File: config.mk
export PLATFORM = sky130hd
export DESIGN_NAME = check_node_minsum
export DESIGN_NICKNAME = d
export VERILOG_FILES = /design/src/rtl/check_node_minsum.sv
export SDC_FILE = /design/constraint.sdc
export NUM_CORES = 1
export LEC_CHECK = 0
export ABC_CLOCK_PERIOD_IN_PS = 3600
export BUFFER_PORTS_ARGS = -buffer_cell sky130_fd_sc_hd__buf_4
export CAP_MARGIN = 10
export CELL_PAD_IN_SITES_DETAIL_PLACEMENT = 2
export CELL_PAD_IN_SITES_GLOBAL_PLACEMENT = 2
export CORE_ASPECT_RATIO = 0.7
export CORE_MARGIN = 10
export CORE_UTILIZATION = 36
export CTS_CLUSTER_SIZE = 12
export DETAILED_ROUTE_END_ITERATION = 16
export MAX_ROUTING_LAYER = met4
export PLACE_DENSITY = 0.85
export SLEW_MARGIN = 10
export SYNTH_ARGS = -nofsm -noshare
export SYNTH_HDL_FRONTEND = slang
export SYNTH_SLANG_ARGS = --single-unit
export TNS_END_PERCENT = 1
File: constraint.sdc
create_clock -name clk -period 3.6 [get_ports clk]
set_input_delay 0.18 -clock clk [delete_from_list [all_inputs] [get_ports clk]]
set_output_delay 0.18 -clock clk [all_outputs]
set_load 0.05 [all_outputs]
File: src/rtl/check_node_minsum.sv
// Serial min-sum LDPC check-node: scans one row column-by-column, then writes all extrinsic lanes at once.
// Define OFFSET_MIN_SUM_EN to build the offset min-sum variant (saturating subtract of 1 on every output).
module check_node_minsum #(
    parameter int WIDTH_LLR = 5,
    parameter int MAX_COLS  = 8
) (
    input  logic                              clk,
    input  logic                              rst_n,
    input  logic                              start,
    input  logic [MAX_COLS-1:0]               row_mask,
    input  logic [MAX_COLS*WIDTH_LLR-1:0]     llr_in,
    input  logic [MAX_COLS-1:0]               sign_in,
    output logic [MAX_COLS*(WIDTH_LLR+1)-1:0] llr_out,
    output logic [MAX_COLS-1:0]               sign_out,
    output logic                              busy,
    output logic                              done
);

    localparam int CNT_W = (MAX_COLS > 1) ? $clog2(MAX_COLS) : 1;
    localparam int OUT_W = WIDTH_LLR + 1;
    localparam logic [CNT_W-1:0] LAST_COL = CNT_W'(MAX_COLS - 1);

`ifdef OFFSET_MIN_SUM_EN
    localparam bit OFFSET_EN = 1'b1;
`else
    localparam bit OFFSET_EN = 1'b0;
`endif

    typedef enum logic [1:0] {
        S_IDLE,
        S_SCAN,
        S_WRITE,
        S_DONE
    } state_e;

    state_e                        state_q, state_d;
    logic [CNT_W-1:0]              cnt_q, cnt_d;
    logic [CNT_W-1:0]              idx_q, idx_d;
    logic [WIDTH_LLR-1:0]          min1_q, min1_d;
    logic [WIDTH_LLR-1:0]          min2_q, min2_d;
    logic                          par_q, par_d;
    logic [MAX_COLS-1:0]           mask_q, mask_d;
    logic [MAX_COLS-1:0]           sign_q, sign_d;
    logic [WIDTH_LLR-1:0]          llr_q [MAX_COLS];
    logic [WIDTH_LLR-1:0]          llr_d [MAX_COLS];
    logic [MAX_COLS*OUT_W-1:0]     llr_out_q, llr_out_d;
    logic [MAX_COLS-1:0]           sign_out_q, sign_out_d;
    logic [WIDTH_LLR-1:0]          sel_mag;

    // NOTE: every signal written here gets a default first, so no path can leave it unassigned and infer a latch.
    always_comb begin
        state_d    = state_q;
        cnt_d      = cnt_q;
        idx_d      = idx_q;
        min1_d     = min1_q;
        min2_d     = min2_q;
        par_d      = par_q;
        mask_d     = mask_q;
        sign_d     = sign_q;
        llr_d      = llr_q;
        llr_out_d  = llr_out_q;
        sign_out_d = sign_out_q;
        sel_mag    = '0;

        unique case (state_q)
            S_IDLE: begin
                if (start) begin
                    mask_d = row_mask;
                    sign_d = sign_in;
                    for (int i = 0; i < MAX_COLS; i++) begin
                        llr_d[i] = llr_in[i*WIDTH_LLR +: WIDTH_LLR];
                    end
                    min1_d  = '1;
                    min2_d  = '1;
                    idx_d   = '0;
                    par_d   = 1'b0;
                    cnt_d   = '0;
                    state_d = S_SCAN;
                end
            end

            S_SCAN: begin
                // Strict compares keep the first column as argmin on ties; the tied value drops into min2.
                if (mask_q[cnt_q]) begin
                    par_d = par_q ^ sign_q[cnt_q];
                    if (llr_q[cnt_q] < min1_q) begin
                        min2_d = min1_q;
                        min1_d = llr_q[cnt_q];
                        idx_d  = cnt_q;
                    end else if (llr_q[cnt_q] < min2_q) begin
                        min2_d = llr_q[cnt_q];
                    end
                end
                if (cnt_q == LAST_COL) begin
                    state_d = S_WRITE;
                end else begin
                    cnt_d = cnt_q + 1'b1;
                end
            end

            S_WRITE: begin
                for (int i = 0; i < MAX_COLS; i++) begin
                    if (mask_q[i]) begin
                        sel_mag = (idx_q == CNT_W'(i)) ? min2_q : min1_q;
                        if (OFFSET_EN && (sel_mag != '0)) begin
                            sel_mag = sel_mag - 1'b1;
                        end
                        llr_out_d[i*OUT_W +: OUT_W] = {1'b0, sel_mag};
                        sign_out_d[i]               = par_q ^ sign_q[i];
                    end else begin
                        llr_out_d[i*OUT_W +: OUT_W] = '0;
                        sign_out_d[i]               = 1'b0;
                    end
                end
                state_d = S_DONE;
            end

            S_DONE: begin
                state_d = S_IDLE;
            end

            default: begin
                state_d = S_IDLE;
            end
        endcase
    end

    // NOTE: state uses non-blocking assignments so every register samples the pre-edge value of every other.
    always_ff @(posedge clk or negedge rst_n) begin
        if (!rst_n) begin
            state_q    <= S_IDLE;
            cnt_q      <= '0;
            idx_q      <= '0;
            min1_q     <= '0;
            min2_q     <= '0;
            par_q      <= 1'b0;
            mask_q     <= '0;
            sign_q     <= '0;
            // NOTE: the snapshot array is small register storage, not a RAM, so clearing it on reset is cheap and keeps X out.
            for (int i = 0; i < MAX_COLS; i++) begin
                llr_q[i] <= '0;
            end
            llr_out_q  <= '0;
            sign_out_q <= '0;
        end else begin
            state_q    <= state_d;
            cnt_q      <= cnt_d;
            idx_q      <= idx_d;
            min1_q     <= min1_d;
            min2_q     <= min2_d;
            par_q      <= par_d;
            mask_q     <= mask_d;
            sign_q     <= sign_d;
            llr_q      <= llr_d;
            llr_out_q  <= llr_out_d;
            sign_out_q <= sign_out_d;
        end
    end

    assign llr_out  = llr_out_q;
    assign sign_out = sign_out_q;
    assign busy     = (state_q != S_IDLE);
    assign done     = (state_q == S_DONE);

endmodule

# ---- Word-level counts from Yosys, hierarchy flattened
# Cells that the tools add are included.
dict set report op_classes {
  n_reduce_logical 10
  order_cmp 4
  mux 51
  n_eq_ne 17
  bitwise 10
  addsub 1
}
# op n
set ops {}
lappend ops {{5-bit 2-to-1 mux} 24}
lappend ops {{5-bit one-hot mux with 2 select lines} 2}
lappend ops {{5-bit binary-select mux with 3-bit select} 1}
lappend ops {{3-bit equality test (second input constant)} 5}
lappend ops {{1-bit 2-to-1 mux} 12}
lappend ops {{3-bit 2-to-1 mux} 4}
lappend ops {{3-bit one-hot mux with 2 select lines} 2}
lappend ops {{5-bit less-than comparator} 2}
lappend ops {{2-bit != test (second input constant)} 5}
lappend ops {{1-bit bitwise XOR} 9}
lappend ops {{2-bit one-hot mux with 4 select lines} 1}
lappend ops {{4-bit AND reduction} 2}
lappend ops {{1-bit binary-select mux with 3-bit select} 2}
lappend ops {{3-bit by 2-bit equality test with 1-bit output (second input constant)} 2}
lappend ops {{3-bit AND reduction} 2}
lappend ops {{2-bit equality test (second input constant)} 2}
lappend ops {{4-bit greater-or-equal comparator (second input constant)} 1}
lappend ops {{3-bit by 4-bit less-than comparator with 1-bit output (second input constant)} 1}
lappend ops {{2-bit 2-to-1 mux} 2}
lappend ops {{3-bit inverter with 4-bit output} 1}
lappend ops {{2-bit AND reduction} 2}
lappend ops {{2-bit nonzero test} 2}
lappend ops {{3-bit by 1-bit adder with 3-bit output (second input constant)} 1}
lappend ops {{3-bit by 1-bit equality test with 1-bit output (second input constant)} 1}
lappend ops {{other kinds (5)} 5}
dict set report totals {
  inputBits 59
  reg_bits 131
  elab_cells 111
}

# ---- Depth between registers and ports, before layout
# Gate-level depths: netlist (run 1).
dict set report depth {
  ltp_word 9
  depth_mapped 10
  ltp_nobuf 8
}

# ---- Worst setup path before layout (run 1)
# Ideal clock, no wire load.
dict set report synth_path {
  path_type {flip-flop to flip-flop}
  from {reg cnt_q[1]}
  to {reg min2_q[0]}
  path_stages_with_launch 11
  t_required_ps 3472
  n_path_buf 2
  period_less_slack_ps 3280
  t_arrival_ps 3152
  slack_ps 320
  cell_sequence {dfrtp_1 > clkbuf_1 > clkbuf_1 > mux4_2 > mux2_2 > ha_1 > o21ai_0 > o21ai_0 > a21oi_1 > o31ai_2 > mux2_1}
}
dict set report synth_via {
  elab_chain_len 8
  elab_cells_between_ends 15
  classes_between {order compare (2); eq/ne (2); mux (9); bitwise (1); reduce/logical (1)}
}
# item line
set synth_rtl {}
lappend synth_rtl {{start: declaration} 37} ;# logic [CNT_W-1:0] cnt_q, cnt_d;
lappend synth_rtl {{start signal: assignment} 147} ;# cnt_q <= cnt_d;
lappend synth_rtl {{3-bit inverter with 4-bit output (implied by the code)} {86, 90, 91}}
lappend synth_rtl {{5-bit binary-select mux with 3-bit select} {86, 90, 91}}
lappend synth_rtl {{5-bit 2-to-1 mux (implied by the code) (2 in a row)} {86, 90, 91}}
lappend synth_rtl {{5-bit less-than comparator / 5-bit 2-to-1 mux (equally long branches)} {86, 90}}
lappend synth_rtl {{5-bit 2-to-1 mux} 86} ;# if (llr_q[cnt_q] < min1_q) begin
lappend synth_rtl {{5-bit 2-to-1 mux} 84} ;# if (mask_q[cnt_q]) begin
lappend synth_rtl {{5-bit one-hot mux with 2 select lines} 65} ;# unique case (state_q)
lappend synth_rtl {{end signal: assignment} 150} ;# min2_q <= min2_d;
lappend synth_rtl {{end: declaration} 40} ;# logic [WIDTH_LLR-1:0] min2_q, min2_d;
# Several ways; a longest one is shown, not always the timed one. The select of a mux whose other input is x is not followed.
# A chain may end at the register's enable or synchronous reset.

# ---- Final worst setup path (run 1)
dict set report layout_path {
  from {reg cnt_q[0]}
  to {reg min2_q[0]}
}
# Same word-level chain as after synthesis.

==> results.txt, run 1 <==
----------------------------------------------------
[STA]
  Layout Skew ... 18.9 ps
  Ratio of final minimum period to clock period ... 101%
  Max Freq ... 0.275 GHz
  Min setup slack post-route ... -39.7 ps
  Final Max Slew Viols ... 0
  Least-Margin Pin Slew ... 1080 ps
  Count of endpoints failing hold in the final timing report ... 1
  Setup tns final ... -39.7 ps
  Final number of setup-violating endpoints ... 1
  Worst hold margin ... -0.656 ps
  Tmin final ... 3640 ps
  Relative slew slack ... 27.8%

[Yosys]
  Largest area contributor in the synthesized netlist ... dfrtp_1
  Most frequently used cell type in the post-synthesis netlist ... dfrtp_1
  Synth cell count leaders ... 123 x dfrtp_1, 61 x inv_1, 61 x mux2_2, 49 x o22ai_1, 41 x nor2_1
  Count of flip-flops with a built-in enable after synthesis ... 0
  Share of the synthesized area in the top cell type ... 50.3%
  Number of synthesized register bits ... 123
  Commonest register cell after synthesis ... dfrtp_1
  Mean cell area of the mapped netlist ... 11.4 um^2
  Proportion of register bits with asynchronous set or reset after synthesis ... 100%
  Synthesized area ... 6120 um^2
  Synthesis warning total ... 0
  Post-Synthesis Cells ... 539
  Post-synthesis sequential area ratio ... 50.3%
  Top cells by area in the synthesized netlist ... dfrtp_1 50%, mux2_2 11%, o22ai_1 5.0%
  Number of library cell types mapped by synthesis ... 47

[Worst setup path]
  Crit end category ... flop
  Depth of the worst register-to-register path ... 8
  Worst EP arrival ... 3920 ps
  Reg2Reg Capture Point ... min2_q[0]$_DFFE_PN0P_
  Slowest library cell on the worst path ... dfrtp_2
  Register-to-register path setup slack ... -40 ps
  Worst Path Required ... 3880 ps
  Highest cell delay on the worst timing path ... 580 ps
  Critical path cell sequence ... mux4_2 -> mux2_2 -> ha_1 -> o21ai_0 -> o21ai_2 -> a21oi_1 -> o31ai_4 -> mux2_1
  Kind of start point of the critical path ... flop
  Setup CP Type ... flop to flop
  Worst setup path startpoint ... cnt_q[0]$_DFFE_PN0P_
  CP Max Fanout ... 11
  Crit Reg-Reg Startpoint ... cnt_q[0]$_DFFE_PN0P_

[Finish]
  Post-layout instance count excluding filler cells ... 935
  Proportion of layout cells with a drive suffix above 1 ... 32.8%
  Fill count ... 1,625
  Final Net Count ... 768
  Synth-to-Final Area Change ... 34.6%
  Final core utilization ... 50.0%
  Design area ... 8240 um^2

[Placed design]
  Number of buffers inserted by port buffering ... 108
  Post-placement cell area ... 7150 um^2
  Worst Setup Slack post-DPL ... -69.1 ps
  Placed Cells ... 855
  Weighted congestion at the end of routability-driven global placement ... 0.854
  HPWL after detailed placement ... 16,300 um

[Outcome]
  Violations in the final reports ... negative hold slack, negative setup slack
  Outcome ... finished, violations left

[Floorplanning]
  Core Footprint ... 16,500 um^2
  Effective utilization at floorplan ... 37.1%
  Vertical die dimension ... 129 um
  Die area ... 22,700 um^2
  Die X ... 176 um
  Number of core rows ... 39
  I/O pin count ... 117

[Routing]
  Number of vias in the routed layout ... 5,411
  Routed Antenna Nets ... 0
  Average wire per standard cell ... 32.2 um
  Uppermost routed layer ... met4
  DRT iter0 DRCs ... 512
  Remaining design rule violation count ... 0
  Routed wire length ... 30,100 um
  Drt via density ... 5.79
  Met1 WL ... 11,600 um
  Sum of met2 wire segment lengths after detailed routing ... 14,800 um
  Detailed Routing Iterations Pass 1 ... 5
  Wire length on met3 ... 2140 um

[Power]
  Highest ir drop seen on vdd ... 0.000422 V
  Static Leakage ... 3.82 nW
  Total chip power ... 10.0 mW
  PwrDens ... 1220 nW/um^2

[Hold path]
  Number of instances on the worst hold path ... 2
  Hold path start ... llr_in[6]
  Hold Crit Endpoint ... llr_q[31]$_DFFE_PN0P_
  Min-Delay Path Class ... input pin to flop

[Clock network]
  Number of H-tree branching levels ... 4
  Clock tree from TritonCTS ... yes
  Clock latency of the later-clocked register in the worst-skew pair ... 450 ps
  Cell chosen for the clock root ... clkbuf_16
  Clock Sink Count ... 123
  Clock Tree Buf Depth ... 2
  Clock-pin slew of the registers on the worst-case setup and hold paths ... 70 ps
  Number of buffers inserted during clock tree synthesis ... 17
  Number of post-CTS setup repair buffers ... 0

[Global route]
  Vias in the first global route ... 6,126
  Initial antenna violation count ... 1
  Global-route usage over all layers ... 24.8%
  Largest net degree at the start of global routing ... 75
  Total congestion overflow after global routing ... 0
  Wire length of the first global-routing pass ... 40,700 um

[Job]
  Max-cap violations ... 0

----------------------------------------------------
## per-layer routing
metal	vias up	track usage, %
li1	2226	-
met2	295	41.2
met4	0	11.9
met3	103	6.15
met1	2787	27.9
met5	-	-
## worst max-delay path by stage
stage	end	slack [ps]	cells past startpoint
3_3_place_gp	min2_q[0]$_DFFE_PN0P_	170	8
5_1_grt	min2_q[0]$_DFFE_PN0P_	-80	8
3_5_place_dp	min2_q[0]$_DFFE_PN0P_	-70	8
2_1_floorplan	min2_q[0]$_DFFE_PN0P_	320	10
6_report	min2_q[0]$_DFFE_PN0P_	-40	8
4_1_cts	min2_q[0]$_DFFE_PN0P_	50	8
## layout make-up
| cell class | instances | area (um^2) | area share (%) |
|---|---|---|---|
| Sequential cell | 123 | 3080 | 37.4 |
| Multi-Input combinational cell | 327 | 2690 | 32.6 |
| Timing Repair Buffer | 163 | 1340 | 16.2 |
| Clock buffer | 17 | 425 | 5.16 |
| Tap cell | 225 | 282 | 3.42 |
| Inverter | 62 | 233 | 2.82 |
| Clock inverter | 15 | 189 | 2.29 |
| Antenna cell | 3 | 7.51 | 0.0911 |
## where the power goes
group / leakage, nW / switching, mW / internal (mW)
combinational: 2.05 / 3.35 / 1.91
clock: 0.295 / 0.771 / 1.10
sequential: 1.48 / 0.857 / 2.05
total: 3.82 / 4.98 / 5.06
## placed cells by master, fill, tap and decap left out, types with 7 or more instances in the layout
| master | instances |
|---|---|
| dfrtp_1 | 121 |
| buf_4 | 118 |
| inv_1 | 61 |
| mux2_2 | 61 |
| o22ai_1 | 49 |
| dlygate4sd3_1 | 45 |
| nor2_1 | 41 |
| a21oi_1 | 35 |
| clkbuf_16 | 17 |
| nand2_1 | 16 |
| mux2i_1 | 16 |
| ha_1 | 15 |
| o21ai_0 | 11 |
| mux4_2 | 8 |
| xnor2_1 | 8 |
| conb_1 | 8 |
| a22oi_1 | 7 |
## registers in the layout, summed over array words and instances (netlist names)
name / cells
llr_out: 40
llr_q: 40
mask_q: 8
sign_out: 8
sign_q: 8
min1_q: 5
min2_q: 5
cnt_q: 3
idx_q: 3
state_q: 2
par_q: 1
## logic make-up after synthesis
kind of cell	after synthesis	share of synthesized area, %
mux	93	19.8
xor+xnor	8	1.14
simple gates	78	5.70
other cells	1	0.0613
flops	123	50.3
buf+inv	96	6.54
fa+ha+maj	15	3.07
compound gates	125	13.4
## critical path, delay by kind of cell, from the launching register on
| kind | cells | cell delay [ps] |
|---|---|---|
| compound gates | 4 | 1190 |
| flops | 1 | 580 |
| mux | 3 | 1330 |
| fa+ha+maj | 1 | 390 |
## repair_timing
action,in CTS,in global routing
hold buffers,41,4
resized for setup,2,3
setup endpoints to repair,11,5
endpoints found under the hold margin,112,4
Note: power is estimated with default switching activity, not from simulation.
==> run 2: changes to the inputs <==
- ABC_AREA: not set -> 1
- CORE_MARGIN: 10 -> 8
- CORE_UTILIZATION: 36 -> 32
==> run 2 against run 1 <==
  * The flow finishes with violations (negative hold slack)
  * Total power shrank 14%
  * Worst hold slack got worse by 2.9 ps
  * Register-to-register slack better by 230 ps
  * Combinational power is 20% lower
  * Via count rose by 18%
  * Area after synthesis increased by 3.7%
==> results.txt, run 2 <==
----------------------------------------------------
[Outcome]
  Outcome ... finished, violations left
  Violations in the final reports ... negative hold slack

[Yosys]
  Proportion of register bits with asynchronous set or reset after synthesis ... 100% (unchanged)
  Number of synthesized register bits ... 123 (unchanged)
  Top cells by area in the synthesized netlist ... dfrtp_1 49%, nand2_1 14%, nor2_1 5.7%
  Synth cell count leaders ... 240 x nand2_1, 123 x dfrtp_1, 97 x nor2_1, 87 x inv_1, 58 x o21ai_0
  Post-Synthesis Cells ... 815 (+51%)
  Mean cell area of the mapped netlist ... 7.79 um^2 (-31%)
  Share of the synthesized area in the top cell type ... 48.5% (-1.8 points)
  Synthesis warning total ... 0 (unchanged)
  Most frequently used cell type in the post-synthesis netlist ... nand2_1
  Commonest register cell after synthesis ... dfrtp_1
  Count of flip-flops with a built-in enable after synthesis ... 0 (unchanged)
  Post-synthesis sequential area ratio ... 48.5% (-1.8 points)
  Largest area contributor in the synthesized netlist ... dfrtp_1
  Synthesized area ... 6340 um^2 (+3.7%)
  Number of library cell types mapped by synthesis ... 31 (-34%)

[Power]
  Highest ir drop seen on vdd ... 0.000446 V (+5.6%)
  Switch Pwr ... 4.38 mW (-12%)
  Portion of total power attributed to combinational logic ... 48.7% (-3.7 points)
  Static Leakage ... 4.18 nW (+9.6%)
  Portion of total power attributed to the clock network ... 20.1% (+1.4 points)
  Cell internal pwr ... 4.28 mW (-15%)
  Share of power burned in registers ... 31.2% (+2.3 points)
  Switching part of the total power ... 50.6% (+0.97 points)
  PwrDens ... 1030 nW/um^2 (-16%)

[Clock network]
  Clock tree from TritonCTS ... yes
  Number of H-tree branching levels ... 4 (unchanged)
  Cell chosen for the clock root ... clkbuf_16
  Clock latency of the later-clocked register in the worst-skew pair ... 430 ps (-20 ps)
  Clock Sink Count ... 123 (unchanged)
  Clock-pin slew of the registers on the worst-case setup and hold paths ... 60 ps (about the same)
  Clock Tree Buf Depth ... 2 (unchanged)
  Number of buffers inserted during clock tree synthesis ... 17 (unchanged)
  Number of post-CTS setup repair buffers ... 0 (unchanged)

[STA]
  Layout Skew ... 10.5 ps (-8.36 ps)
  Final Max Slew Viols ... 0 (unchanged)
  Ratio of final minimum period to clock period ... 94.6% (-6.5 points)
  Setup repair after global routing missed its margin ... no
  Max Freq ... 0.294 GHz (+6.9%)
  Count of endpoints failing hold in the final timing report ... 2 (+1)
  Setup tns final ... 0 ps (+39.7 ps)
  Worst hold margin ... -3.57 ps (-2.91 ps)
  Final number of setup-violating endpoints ... 0 (-1)
  Relative slew slack ... 47.7% (+20 points)
  Tmin final ... 3410 ps (-234 ps)
  Least-Margin Pin Slew ... 785 ps (-295 ps)

[Floorplanning]
  I/O pin count ... 117 (unchanged)
  Vertical die dimension ... 134 um (+3.7%)
  Die area ... 24,700 um^2 (+8.6%)
  Effective utilization at floorplan ... 32.3% (-4.8 points)
  Core Footprint ... 19,600 um^2 (+19%)
  Die X ... 184 um (+4.8%)
  Number of core rows ... 43 (+10%)

[Placed design]
  Placed Cells ... 1,157 (+35%)
  HPWL after detailed placement ... 16,300 um (+0.44%)
  Weighted congestion at the end of routability-driven global placement ... 0.855 (+0.16%)
  Number of buffers inserted by port buffering ... 108 (unchanged)

[Routing]
  Number of vias in the routed layout ... 6,393 (+18%)
  Remaining design rule violation count ... 0 (unchanged)
  Average wire per standard cell ... 22.2 um (-31%)
  Drt via density ... 5.15 (-11%)
  Routed Antenna Nets ... 0 (unchanged)
  Routed wire length ... 27,600 um (-8.4%)
  DRT iter0 DRCs ... 494 (-3.5%)
  Detailed Routing Iterations Pass 1 ... 5 (unchanged)

[Finish]
  Most frequent cells in the layout ... 240 x nand2_1, 121 x dfrtp_1, 113 x buf_4, 97 x nor2_1, 87 x inv_1
  Synth-to-Final Area Change ... 33.1%
  Most frequent standard cell in the layout excluding fill and tap cells ... nand2_1
  Post-layout instance count excluding filler cells ... 1,241 (+33%)
  Final Net Count ... 1,031 (+34%)
  Proportion of layout cells with a drive suffix above 1 ... 17.6% (-15 points)

[Worst setup path]
  Kind of start point of the critical path ... flop
  Worst setup path startpoint ... cnt_q[0]$_DFFE_PN0P_
  Crit end category ... flop
  Register-to-register path setup slack ... 190 ps (+230 ps)
  Worst EP arrival ... 3740 ps (-180 ps)
  Number of buffers and inverters on the critical path ... 1 (+1)
  Worst Path Required ... 3940 ps (+60 ps)
  CP Max Fanout ... 28 (+17)
  Setup CP Type ... flop to flop
  Depth of the worst register-to-register path ... 13 (+5)
  Slowest library cell on the worst path ... dfrtp_2
  Crit Reg-Reg Startpoint ... cnt_q[0]$_DFFE_PN0P_
  Reg2Reg Capture Point ... min1_q[2]$_DFFE_PN0P_
  Worst setup endpoint ... min1_q[2]$_DFFE_PN0P_
  Cell class contributing the biggest share of worst-path delay ... simple AND/OR/NAND/NOR gates
  Critical path cell sequence ... inv_2 -> o21ai_0 -> o22ai_1 -> nand2_1 -> nand2_1 -> ha_1 -> a21oi_1 -> nor2_1 -> a211oi_4 -> nand3_4 -> nand2_4 -> nor2_1 -> nor2_1
  Highest cell delay on the worst timing path ... 510 ps (-70 ps)
  Total stage count of the critical path ... 13 (+5)
  Critical path's most frequent cell ... nor2_1

[Hold path]
  Min-Delay Path Class ... input pin to flop

[Global route]
  Wire length of the first global-routing pass ... 43,500 um (+6.9%)
  Vias in the first global route ... 7,382 (+21%)
  Global-route usage over all layers ... 23.4% (-1.4 points)
  Largest net degree at the start of global routing ... 69 (-8.0%)
  Total congestion overflow after global routing ... 0 (unchanged)
  Initial antenna violation count ... 1 (unchanged)

[Job]
  Max-cap violations ... 0 (unchanged)

----------------------------------------------------
run 2: changes by cell type in the layout (fill, tap and decap cells not counted), moves of 16 or more:
cell     previous run  this run
o21ai_0            11        58
inv_1              61        87
nor2_1             41        97
mux2_2             61         0
mux2i_1            16         0
a21oi_1            35         5
nand2_1            16       240
nand3_1             1        54
run 2: cell families (layout without fill, tap and decap cells):
| logic type | count (synthesis) | in the layout | synth area share [%] |
|---|---|---|---|
| simple gates | 415 | 415 | 27.5 |
| buf+inv | 141 | 289 | 9.35 |
| flops | 123 | 123 | 48.5 |
| compound gates | 116 | 116 | 11.0 |
| fa+ha+maj | 15 | 15 | 2.96 |
| xor+xnor | 4 | 4 | 0.552 |
| other cells | 1 | 9 | 0.0591 |
run 2: routing by layer:
layer  GRT usage, %  up-vias  share of wire [%]
met1           28.8     3273                 44
li1               -     2876                  -
met5              -        -                  0
met2           38.2      191                 49
met4           7.60        0                2.2
met3           4.84       53                4.6
run 2: through the flow:
stage          cell area (um^2)  power (mW)  util, %  setup WS (ps)
2_1_floorplan              6370        5.20        -           1140
3_3_place_gp               7350        6.35     37.4            714
3_5_place_dp               7350        6.56     37.4            522
4_1_cts                    8440        8.46     43.0            289
5_1_grt                    8440        9.13     43.0           62.0
6_report                   8440        8.66     43.0            194
run 2: how the worst min path moves through the flow:
stage	cells after the start	end	startpoint	slack (ps)
global route	3	sign_q[0]$_DFFE_PN0P_	sign_in[0]	1
global placement	1	sign_out[6]$_DFFE_PN0P_	rst_n	310
detailed placement	1	sign_q[4]$_DFFE_PN0P_	rst_n	310
floorplan	0	cnt_q[0]$_DFFE_PN0P_	rst_n	-120
finish	3	sign_q[0]$_DFFE_PN0P_	sign_in[0]	-4
CTS	3	sign_q[0]$_DFFE_PN0P_	sign_in[0]	6
run 2: what timing repair did:
action                                 in CTS  in global routing
hold buffers                               51                  0
endpoints found under the hold margin     105                  0
setup endpoints to repair                   0                 12
gates resized for setup                     0                  2
run 2: layout make-up:
cell class | count | area, um^2
antenna | 1 | 2.50
clock buffer | 21 | 460
clock inverter | 11 | 119
fill | 2117 | 11200
inverter | 91 | 342
multi-input combinational | 558 | 2700
sequential | 123 | 3080
tap | 270 | 338
timing repair buffer | 166 | 1400
run 2: tightest hold or removal path: stages:
cell	delay, ps
buf_4	80
nand2_1	50
nand2_1	70
run 2: power groups by stage:
stage / clock, mW / sequential (mW) / combinational, mW
3_5_place_dp: 0 / 2.67 / 3.90
3_3_place_gp: 0 / 2.63 / 3.72
5_1_grt: 1.81 / 2.75 / 4.56
4_1_cts: 1.75 / 2.66 / 4.05
6_report: 1.74 / 2.70 / 4.22
2_1_floorplan: 0 / 2.99 / 2.21
